$ cat config.mk
export PLATFORM = sky130hd
export DESIGN_NAME = mem_pipe_sp
export DESIGN_NICKNAME = d
export VERILOG_FILES = /design/src/rtl/mem_pipe_sp.sv
export SDC_FILE = /design/constraint.sdc
export NUM_CORES = 1
export LEC_CHECK = 0
export CORE_AREA = 2 2 82 76
export CTS_CLUSTER_SIZE = 20
export DETAILED_ROUTE_END_ITERATION = 12
export DIE_AREA = 0 0 84 78
export PLACE_DENSITY = 0.76
export SLEW_MARGIN = 20
export SYNTH_ARGS = -nofsm -noshare
export SYNTH_HDL_FRONTEND = slang
export SYNTH_SLANG_ARGS = --single-unit
$ cat constraint.sdc
create_clock -name clk -period 1.8 [get_ports clk]
set_input_delay 0.27 -clock clk [delete_from_list [all_inputs] [get_ports clk]]
set_output_delay 0.27 -clock clk [all_outputs]
set_load 0.01 [all_outputs]
$ cat src/rtl/mem_pipe_sp.sv
// Parametrised single-port synchronous memory with byte-lane write strobes,
// a configurable read-latency pipeline, self-initialisation after reset and
// error reporting for illegal or out-of-range requests.
module mem_pipe_sp #(
  parameter int unsigned        ADDR_W   = 3,
  parameter int unsigned        DATA_W   = 8,
  parameter int unsigned        DEPTH    = 8,
  parameter int unsigned        RD_LAT   = 1,
  parameter logic [DATA_W-1:0]  INIT_VAL = '0
) (
  input  logic                  clk,
  input  logic                  reset,
  input  logic [ADDR_W-1:0]     addr,
  input  logic                  wr_en,
  input  logic                  rd_en,
  input  logic [DATA_W-1:0]     wdata,
  input  logic [DATA_W/8-1:0]   wstrb,
  output logic [DATA_W-1:0]     rdata,
  output logic                  rd_valid,
  output logic                  busy,
  output logic                  err
);

  localparam int unsigned NB    = DATA_W / 8;
  localparam int unsigned IDX_W = (DEPTH > 1) ? $clog2(DEPTH) : 1;
  localparam logic [ADDR_W-1:0] LAST = ADDR_W'(DEPTH - 1);

  typedef enum logic [0:0] {
    ST_INIT  = 1'b0,
    ST_READY = 1'b1
  } state_t;

  state_t              state_q, state_d;
  logic [ADDR_W-1:0]   cnt_q, cnt_d;
  logic                busy_d;
  logic                err_d;

  logic                mem_we;
  logic [NB-1:0]       mem_be;
  logic [IDX_W-1:0]    mem_idx;
  logic [DATA_W-1:0]   mem_wd;
  logic                rd_acc;
  logic                in_range;
  logic [DATA_W-1:0]   rd_data_c;

  logic [DATA_W-1:0]   mem [DEPTH];

  logic                pv_q [RD_LAT];
  logic [DATA_W-1:0]   pd_q [RD_LAT];

  // Address range check; a fully populated address space is always in range
  if (DEPTH >= (1 << ADDR_W)) begin : g_full
    assign in_range = 1'b1;
  end else begin : g_part
    assign in_range = (addr < ADDR_W'(DEPTH));
  end

  // Read port: out-of-range reads return zero
  assign rd_data_c = in_range ? mem[IDX_W'(addr)] : '0;

  // Next-state, init sequencing, request decode and memory write control
  always_comb begin
    state_d = state_q;
    cnt_d   = cnt_q;
    busy_d  = busy;
    err_d   = 1'b0;
    mem_we  = 1'b0;
    mem_be  = '0;
    mem_idx = IDX_W'(addr);
    mem_wd  = wdata;
    rd_acc  = 1'b0;

    case (state_q)
      ST_INIT: begin
        busy_d  = 1'b1;
        mem_we  = 1'b1;
        mem_be  = '1;
        mem_idx = IDX_W'(cnt_q);
        mem_wd  = INIT_VAL;
        err_d   = wr_en | rd_en;
        if (cnt_q == LAST) begin
          state_d = ST_READY;
          busy_d  = 1'b0;
          cnt_d   = '0;
        end else begin
          cnt_d = cnt_q + ADDR_W'(1);
        end
      end
      ST_READY: begin
        busy_d = 1'b0;
        err_d  = (wr_en | rd_en) & ~in_range;
        rd_acc = rd_en;
        if (wr_en && in_range) begin
          mem_we = 1'b1;
          mem_be = wstrb;
        end
      end
      default: begin
        state_d = ST_INIT;
      end
    endcase

    if (reset) begin
      mem_we = 1'b0;
      rd_acc = 1'b0;
    end
  end

  // State, init counter and status flag registers
  always_ff @(posedge clk) begin
    if (reset) begin
      state_q <= ST_INIT;
      cnt_q   <= '0;
      busy    <= 1'b1;
      err     <= 1'b0;
    end else begin
      state_q <= state_d;
      cnt_q   <= cnt_d;
      busy    <= busy_d;
      err     <= err_d;
    end
  end

  // Storage array; only init writes and accepted writes modify it
  always_ff @(posedge clk) begin
    if (mem_we) begin
      for (int i = 0; i < NB; i++) begin
        if (mem_be[i]) begin
          mem[mem_idx][8*i +: 8] <= mem_wd[8*i +: 8];
        end
      end
    end
  end

  // Read pipeline; idle stages carry zero so rdata is 0 whenever not valid
  always_ff @(posedge clk) begin
    if (reset) begin
      for (int i = 0; i < RD_LAT; i++) begin
        pv_q[i] <= 1'b0;
        pd_q[i] <= '0;
      end
    end else begin
      pv_q[0] <= rd_acc;
      pd_q[0] <= rd_acc ? rd_data_c : '0;
      for (int i = 1; i < RD_LAT; i++) begin
        pv_q[i] <= pv_q[i-1];
        pd_q[i] <= pd_q[i-1];
      end
    end
  end

  assign rdata    = pd_q[RD_LAT-1];
  assign rd_valid = pv_q[RD_LAT-1];

endmodule

==> flow_summary.toml, run 1 <==
[run_status]
status = "complete, no violations"

[worst_setup_path]
crit_path_frequent_cell = "buf_4"
crit_type = "flop to flop"
slowest_stage = "dfxtp_1"
startpoint_type = "flop"
crit-reg2reg-capture = "mem[7][3]"
path_delay_family = "buffers and inverters"
cp_cell_sequence = "buf_4, buf_4, nand2b_1, a21o_1, nor2_1, buf_4"
worstPathRequired_ps = 1860
crit_path_start = "state_q"
crit_fanout = 15
regToRegSetupSlack_ps = 110
crit_path_end_kind = "flop"
path_buf_inv = 3
setup.worst_path.end = "mem[7][3]"
worstRegToRegCells = 6
critical_path_depth = 6
r2r_start = "state_q"
worstPathArrival_ps = 1740
max_stage_delay_ps = 330

[clock_network]
clk_pin_slew_worst_paths_ps = 80
cts_tree = "done"
ctsResizeCount = 0
cts_htree_levels = 3
cts_sinks = 79
cts_setup_buffers = 0
holdBufCountCts = 0
clockBufferDepth = 2
clock_latency_ps = 350
numCtsBuffers = 9
clock-root-buffer = "clkbuf_8"

[synthesis]
synthMuxAreaShare_pct = 11.0
synth_edf_count = 64
syn_avg_cell_area_um2 = 15.7
synth_top_cell_area_share_pct = 61.9
synth_top_family_by_area = "multiplexers"
syn_area_um2 = 3100
synth_area_leaders = "edfxtp_1 (62%), mux2i_1 (11%), dfxtp_1 (9.7%), a22oi_1 (3.9%), nor2_1 (2.2%)"
ys_seq_area_share_pct = 71.6
synthAdderAreaFrac_pct = 0.806
async_reset_ff_share_pct = 0
synth-simple-area-share_pct = 8.10
synth_compound_area_share_pct = 5.36
yosys.area.top_type = "edfxtp_1"
synth_xor_xnor_area_share_pct = 0
synth_top_flop_cell = "edfxtp_1"
syn_inst = 198
synth_cell_types = 30
yosys_warnings = 0
ys_seq_elements = 79
synth_nets = 216

[grt]
grt_max_degree = 18
antenna_found_initial = 0
grt_remaining_overflow = 0
grt_pass1_wl_um = 8900
grt_pass1_vias = 1646
track_usage_pct = 19.1

[cells_and_area]
nNetsFinal = 259
antenna_cells = 0
fin_cells = 316
nFillCells = 412
syn_to_final_growth_pct = 18.7
drive_above_1_share_pct = 13.8

[power]
finalPower_mw = 3.57
vdd_drop_max_uv = 655
p_sw_mw = 0.800
clock_power_share_pct = 37.0
p_int_mw = 2.77
static-leakage-power_nw = 1.42
combPwrFrac_pct = 6.3
switching_share_pct = 22.4
seqPwrFrac_pct = 56.7
cellPowerDensity_nw_per_um2 = 969

[hold_path]
hold_class = "input port to flop"

[drt]
avgRoutedWirePerCell_um = 18.7
postRouteAntennaNets = 0
num_vias = 1773
drtIter0Drc = 134
drc = 0
drt-pass1-iter-count = 4
vias_per_cell = 5.61
drt-total-wl_um = 5910

[die]
core_area_um2 = 5630
rows = 26
die_y_um = 78
start_util_pct = 55.1
ios = 27
die_w_um = 84
dieArea_um2 = 6550

[placement]
pre_cts_slack_ps = -216
dp_hpwl_um = 4170
numPortBuffers = 26
gp_congestion = 0.745
dp.cells = 300

[sta]
skew_ps = 7.05
fin_ws_ps = 115
relSlewSlack_pct = 54.5
hold_viol = 0
period_share_pct = 93.6
rsz0062_at_grt = "false"
tightestPinTransition_ps = 679
max_freq_mhz = 593
holdWs_ps = 531
finalMaxSlewViolations = 0
finalCriticalPeriod_ps = 1690
setup_viol = 0

[run]
cap_viol_max_count = 0
## cells in the mapped netlist, types with 2 or more instances
master,instances
and3_1,8
and2_1,9
mux2i_1,34
ha_1,2
a22oi_1,16
a21oi_1,2
nor2_1,18
nor2b_1,2
nor3_1,3
buf_2,4
dfxtp_1,15
inv_1,2
buf_6,2
a31oi_1,2
edfxtp_1,64
## metrics by stage
step	instance area, µm²	setup TNS, ps	util, %
2_1_floorplan	3100	0	-
3_3_place_gp	3480	-5680	61.8
3_5_place_dp	3480	-6760	61.8
4_1_cts	3680	0	65.4
5_1_grt	3680	0	65.4
6_report	3680	0	65.4
## per-layer routing
metal,vias up,global-route usage (%),share of wire [%]
met4,0,5.32,0.96
met2,67,31.0,48
met1,861,24.8,44
met5,-,0,0
li1,840,-,-
met3,5,6.38,7.3
## sequential cells by signal, summed over array words and instances (netlist names)
register	cells
err	1
state_q	1
busy	1
mem	64
pd_q	8
pv_q	1
cnt_q	3
## worst min-delay path: stages
cell             delay (ps)
clkdlybuf4s50_1         420
nor2_1                   90
nor3_1                   50
## cells by family after synthesis
kind of cell / count (synthesis)
multiplexers: 34
AND/OR/NAND/NOR: 47
flip-flops: 79
buffers and inverters: 13
AO/OA/AOI/OAI: 23
adder cells (fa/ha/maj): 2
## layout by cell type (no fill, tap or decap)
master / synthesis / routed
nand2b_1: 1 / 1
nand2_1: 1 / 1
nor2_1: 18 / 18
clkinvlp_4: 0 / 1
o21bai_1: 1 / 1
a2bb2oi_1: 1 / 1
nor2b_1: 2 / 2
and3b_1: 1 / 1
and4b_1: 1 / 1
and3_1: 8 / 8
nor3b_1: 1 / 1
nand4_1: 1 / 1
clkinv_4: 0 / 1
mux2i_1: 34 / 34
a21oi_1: 2 / 2
buf_2: 4 / 1
inv_1: 2 / 2
inv_4: 0 / 1
and2_1: 9 / 9
nor3_1: 3 / 3
edfxtp_1: 64 / 64
a22oi_1: 16 / 16
a21o_1: 1 / 1
a31oi_1: 2 / 2
bufinv_16: 0 / 1
inv_6: 0 / 3
inv_2: 1 / 1
dfxtp_1: 15 / 15
clkbuf_8: 0 / 9
ha_1: 2 / 2
clkdlybuf4s50_1: 0 / 25
buf_4: 0 / 16
nand3b_1: 1 / 1
## how the worst min path moves through the flow
stage	from	to	depth (start not counted)
floorplan	reset	cnt_q[0]	1
global placement	cnt_q[1]	cnt_q[1]	2
detailed placement	cnt_q[0]	cnt_q[0]	2
CTS	rd_en	err	3
global route	rd_en	err	3
finish	rd_en	err	3
## power by group through the flow
stage,clock network [mW],registers [mW],logic (mW)
final,1.32,2.02,0.223
after global routing,1.42,2.03,0.242
after CTS,1.35,2.02,0.224
after detailed placement,0,2.07,0.223
after global placement,0,2.06,0.216
after floorplan,0,2.06,0.140
## layout make-up
class / instances / area (µm²) / share of cell area (%)
clock buffer: 9 / 124 / 3.36
clock inverter: 7 / 78.8 / 2.14
inverter: 3 / 11.3 / 0.306
multi-input combinational: 106 / 783 / 21.3
sequential: 79 / 2220 / 60.3
tap: 70 / 87.6 / 2.38
timing repair buffer: 42 / 375 / 10.2
Power figures use the tool's default switching activity.
==> run 2: changes to the inputs <==
--- a/config.mk
+++ b/config.mk
@@ -5,11 +5,11 @@
 export SDC_FILE = /design/constraint.sdc
 export NUM_CORES = 1
 export LEC_CHECK = 0
-export CORE_AREA = 2 2 82 76
+export CORE_AREA = 2 2 91 84
 export CTS_CLUSTER_SIZE = 20
 export DETAILED_ROUTE_END_ITERATION = 12
-export DIE_AREA = 0 0 84 78
-export PLACE_DENSITY = 0.76
+export DIE_AREA = 0 0 93 86
+export PLACE_DENSITY = 0.64
 export SLEW_MARGIN = 20
 export SYNTH_ARGS = -nofsm -noshare
 export SYNTH_HDL_FRONTEND = slang
==> constraint.sdc (replaced) <==
create_clock -name clk -period 1.8 [get_ports clk]
set_input_delay 0.18 -clock clk [delete_from_list [all_inputs] [get_ports clk]]
set_output_delay 0.18 -clock clk [all_outputs]
set_load 0.01 [all_outputs]
==> run 2 against run 1 <==
Against the previous run: wire length decreased by 2.6%; critical endpoint is now mem[2][4]; via count is 5.5% lower; largest power group unchanged; die area is 22% higher; first-iteration DRC count fell by 27%; sequential share of layout area fell by 0.95 points; worst setup slack improved by 62 ps.
==> flow_summary.toml, run 2 (synthesized netlist as in run 1, its figures left out) <==
[grt]
track_usage_pct = 15.5
antenna_found_initial = 0
grt_max_degree = 19
grt_remaining_overflow = 0
grt_pass1_wl_um = 8810
grt_pass1_vias = 1618

[clock_network]
numCtsBuffers = 9
cts_htree_levels = 3
clock_latency_ps = 340
cts_tree = "done"
clk_pin_slew_worst_paths_ps = 80
clockBufferDepth = 2
cts_setup_buffers = 0
cts_sinks = 79
clock-root-buffer = "clkbuf_8"
holdBufCountCts = 0

[placement]
dp_hpwl_um = 3990
gp_congestion = 0.711
numPortBuffers = 26
pre_cts_slack_ps = -149

[power]
cellPowerDensity_nw_per_um2 = 954
vdd_drop_max_uv = 431
p_int_mw = 2.79
clock_power_share_pct = 36.9
p_sw_mw = 0.775
static-leakage-power_nw = 1.43
combPwrFrac_pct = 6.4
finalPower_mw = 3.57
switching_share_pct = 21.7
seqPwrFrac_pct = 56.7

[sta]
period_share_pct = 90.2
rsz0062_at_grt = "false"
timing.setup.tns_ps = 0
max_freq_mhz = 616
skew_ps = 9.72
relSlewSlack_pct = 58.7
finalMaxSlewViolations = 0
fin_ws_ps = 177
setup_viol = 0
finalCriticalPeriod_ps = 1620
hold_viol = 0
tightestPinTransition_ps = 618

[die]
rows = 29
ios = 27
start_util_pct = 44.5
die_y_um = 86
core_area_um2 = 6970
dieArea_um2 = 8000
die_w_um = 93

[worst_setup_path]
crit-reg2reg-capture = "mem[2][4]"
regToRegSetupSlack_ps = 180
startpoint_type = "flop"
worstRegToRegCells = 4
crit_type = "flop to flop"
worstPathRequired_ps = 1790
crit_fanout = 13
worstPathArrival_ps = 1610
crit_path_end_kind = "flop"
r2r_start = "state_q"

[drt]
drt-pass1-iter-count = 4
drc = 0
vias_per_cell = 4.93
drtIter0Drc = 98
drt-total-wl_um = 5760
avgRoutedWirePerCell_um = 16.9
postRouteAntennaNets = 0
num_vias = 1676

[cells_and_area]
antenna_cells = 0
nNetsFinal = 260
largest_register_ff_count = 64
drive_above_1_share_pct = 15.8
final_common_cell = "edfxtp_1"
largest_registers = "mem (64), pd_q (8), cnt_q (3)"
top_register = "mem"
syn_to_final_growth_pct = 20.6
layout_common_cells = "edfxtp_1 (64), mux2i_1 (34), clkdlybuf4s50_1 (25)"

[hold_path]
hold_class = "input port to flop"
worst_hold_path.endpoint = "err"
holdPathStages = 3
hold_path_startpoint = "rd_en"

[run_status]
status = "complete, no violations"

[run]
cap_viol_max_count = 0
[run 2: changes by cell type in the layout (fill, tap and decap cells not counted)]
cell	before	now
nor2_2	0	4
clkbuf_16	0	2
inv_4	1	0
clkinv_4	1	0
clkinvlp_4	1	2
buf_4	16	17
nor2_1	18	14
bufinv_16	1	0
[run 2: worst max path at each step]
stage | startpoint | cells after the start | endpoint | slack (ps)
after floorplan | state_q | 5 | mem[2][0] | 210
after global placement | wr_en | 4 | mem[2][6] | -120
after detailed placement | wr_en | 4 | mem[2][5] | -150
after CTS | state_q | 4 | mem[4][2] | 30
after global routing | state_q | 4 | mem[2][4] | 30
final | state_q | 4 | mem[2][4] | 180
[run 2: timing repair]
item	CTS	global route
gates cloned	0	0
endpoints found under the setup margin	8	24
gates resized for setup	1	3
endpoints found under the hold margin	0	0
[run 2: metal layers]
| layer | GRT usage, % | up-vias | wire length [µm] | share of wire, % |
|---|---|---|---|---|
| met5 | 0 | - | 0 | 0 |
| met4 | 5.21 | 0 | 91 | 1.6 |
| met3 | 5.62 | 8 | 270 | 4.7 |
| met2 | 24.6 | 39 | 2720 | 47 |
| met1 | 20.0 | 790 | 2670 | 46 |
| li1 | - | 839 | - | - |
[run 2: worst max-delay path, stage by stage, from the launching register on]
cell       delay [ps]
dfxtp_1           430
buf_4             230
nand2_1            70
a2bb2oi_1         150
nor2_2            390
[run 2: final cells by class]
type,instances,area (µm²)
Multi-Input combinational cell,106,793
Tap cell,93,116
Fill cell,615,3230
Inverter,3,11.3
Timing Repair Buffer,43,383
Clock inverter,5,41.3
Sequential cell,79,2220
Clock buffer,11,174
[run 2: power groups by stage]
| stage | sequential, mW | clock, mW | combinational, mW |
|---|---|---|---|
| after floorplan | 2.06 | 0 | 0.140 |
| after global placement | 2.06 | 0 | 0.223 |
| after detailed placement | 2.07 | 0 | 0.226 |
| after CTS | 2.02 | 1.35 | 0.228 |
| after global routing | 2.03 | 1.42 | 0.253 |
| final | 2.02 | 1.32 | 0.229 |
[run 2: stage by stage]
step                area (µm²)  hold slack [ps]  cells  util [%]
floorplan                 3100              252    198         -
global placement          3520              579    324      50.5
detailed placement        3520              579    324      50.5
CTS                       3730              417    340      53.6
global route              3740              431    340      53.7
finish                    3740              428    340      53.7
==> run 3: changes to the inputs <==
--- a/config.mk
+++ b/config.mk
@@ -9,6 +9,7 @@
 export CTS_CLUSTER_SIZE = 20
 export DETAILED_ROUTE_END_ITERATION = 12
 export DIE_AREA = 0 0 93 86
+export GPL_TIMING_DRIVEN = 0
 export PLACE_DENSITY = 0.64
 export SLEW_MARGIN = 20
 export SYNTH_ARGS = -nofsm -noshare
==> constraint.sdc (replaced) <==
create_clock -name clk -period 1.6 [get_ports clk]
set_input_delay 0.16 -clock clk [delete_from_list [all_inputs] [get_ports clk]]
set_output_delay 0.16 -clock clk [all_outputs]
set_load 0.01 [all_outputs]
==> run 3 against run 2 <==
Against the previous run: global-route usage is 0.054 points lower; clock skew down 0.61 ps; total power grew 11%; register-to-register slack lost 160 ps; wire length is 4.3% higher; maximum frequency up 2.5%; clock power grew 4%; combinational power grew 31%.
==> flow_summary.toml, run 3 (synthesized netlist as in run 1, its figures left out) <==
[run_status]
status = "complete, no violations"

[sta]
tightestPinTransition_ps = 596
holdWs_ps = 409
setup_viol = 0
finalCriticalPeriod_ps = 1580
skew_ps = 9.12
period_share_pct = 99.0
relSlewSlack_pct = 60.1
finalMaxSlewViolations = 0
rsz0062_at_grt = "true"
fin_ws_ps = 16.2
hold_viol = 0
max_freq_mhz = 631

[worst_setup_path]
worstRegToRegCells = 5
crit-reg2reg-capture = "mem[0][2]"
r2r_start = "state_q"
worstPathArrival_ps = 1590
regToRegSetupSlack_ps = 20
crit_path_start = "state_q"
crit_fanout = 10
worstPathRequired_ps = 1610
crit_type = "flop to flop"
crit_path_end_kind = "flop"
startpoint_type = "flop"

[placement]
pre_cts_slack_ps = -609
dp_hpwl_um = 3780
gp_congestion = 0.806
dp.cells = 316
placed_cell_area_um2 = 3470
numPortBuffers = 25

[die]
core_area_um2 = 6970
die_y_um = 86
start_util_pct = 44.5
ios = 27
rows = 29
die_w_um = 93
dieArea_um2 = 8000

[power]
cellPowerDensity_nw_per_um2 = 1040
vdd_drop_max_uv = 489
static-leakage-power_nw = 1.41

[hold_path]
holdPathStages = 3
worst_hold_path.endpoint = "err"
hold_path_startpoint = "rd_en"
hold_class = "input port to flop"

[clock_network]
holdBufCountCts = 0
clock_latency_ps = 340
cts_htree_levels = 3
cts_sinks = 79
cts_tree = "done"
clockBufferDepth = 2
clock-root-buffer = "clkbuf_8"
clk_pin_slew_worst_paths_ps = 80
numCtsBuffers = 9

[drt]
num_vias = 1716
top_layer = "met4"
wl_met3_um = 213
drt-total-wl_um = 6000
met2_length_um = 2900
drtIter0Drc = 83
postRouteAntennaNets = 0
drt-pass1-iter-count = 4
drc = 0
vias_per_cell = 5.12
wl_met1_um = 2790
avgRoutedWirePerCell_um = 17.9

[cells_and_area]
final_common_cell = "edfxtp_1"
seqCellArea_um2 = 2220
final_area_um2 = 3800
drive_above_1_share_pct = 16.1
layout_common_cells = "edfxtp_1 (64), mux2i_1 (34), clkdlybuf4s50_1 (25)"
utilization_pct = 54.6
fin_cells = 335
syn_to_final_growth_pct = 22.6
nNetsFinal = 255
nFillCells = 589
largest_register_ff_count = 64
antenna_cells = 0
largest_registers = "mem (64), pd_q (8), cnt_q (3)"
multi_input_area_um2 = 877
top_register = "mem"

[grt]
antenna_found_initial = 0
grt_max_degree = 13
grt_pass1_wl_um = 8920
grt_remaining_overflow = 0
track_usage_pct = 15.5
grt_pass1_vias = 1677

[run]
cap_viol_max_count = 0
==> run 3: changes by cell type in the layout (fill, tap and decap cells not counted), moves of 2 or more <==
cell	delta
buf_4	-16
nor2_4	+8
buf_12	+4
nor2_1	-4
nor2_2	-4
clkinv_1	+3
inv_6	-3
buf_2	+2
buf_6	+2
clkbuf_1	+2
clkbuf_16	-2
clkinv_2	+2
clkinvlp_4	-2
==> run 3: worst max path at each step <==
stage,to,slack [ps],cells after the start
floorplan,mem[2][0],10,5
global placement,mem[0][1],-580,4
detailed placement,mem[2][1],-610,4
CTS,mem[1][4],-100,5
global route,mem[0][2],-70,5
finish,mem[0][2],20,5
==> run 3: worst max-delay path, cell delays in order, from the launching register on <==
cell	delay (ps)
dfxtp_1	300
buf_2	160
buf_4	190
nor3_2	210
a21oi_2	100
nor2_4	290
==> run 3: layout make-up <==
| cell class | count | share of cell area, % |
|---|---|---|
| sequential | 79 | 58.4 |
| buffer | 10 | 2.33 |
| tap | 93 | 3.06 |
| inverter | 3 | 0.296 |
| clock buffer | 10 | 3.35 |
| timing repair buffer | 28 | 8.16 |
| multi-input combinational | 106 | 23.1 |
| clock inverter | 6 | 1.35 |
==> run 3: what timing repair did <==
action                     in CTS  in global routing
pin swaps                       0                  6
gates resized for setup        14                 11
setup endpoints to repair      64                 65
setup buffers                   1                  2
==> run 3: layer usage <==
metal,vias to the layer above,global-route usage (%)
li1,837,-
met1,826,20.0
met2,43,25.3
met3,10,3.16
met4,0,7.22
met5,-,0
==> run 3: power breakdown <==
| group | leakage [nW] | internal [mW] | total (mW) | switching (mW) |
|---|---|---|---|---|
| combinational | 0.577 | 0.137 | 0.300 | 0.163 |
| clock | 0.0925 | 0.701 | 1.37 | 0.668 |
| sequential | 0.745 | 2.25 | 2.28 | 0.0218 |
==> run 3: metrics by stage <==
stage | setup TNS, ps | power, mW
2_1_floorplan | 0 | 2.47
3_3_place_gp | -34070 | 2.57
3_5_place_dp | -36120 | 2.57
4_1_cts | -2640 | 3.94
5_1_grt | -1400 | 4.08
6_report | 0 | 3.94
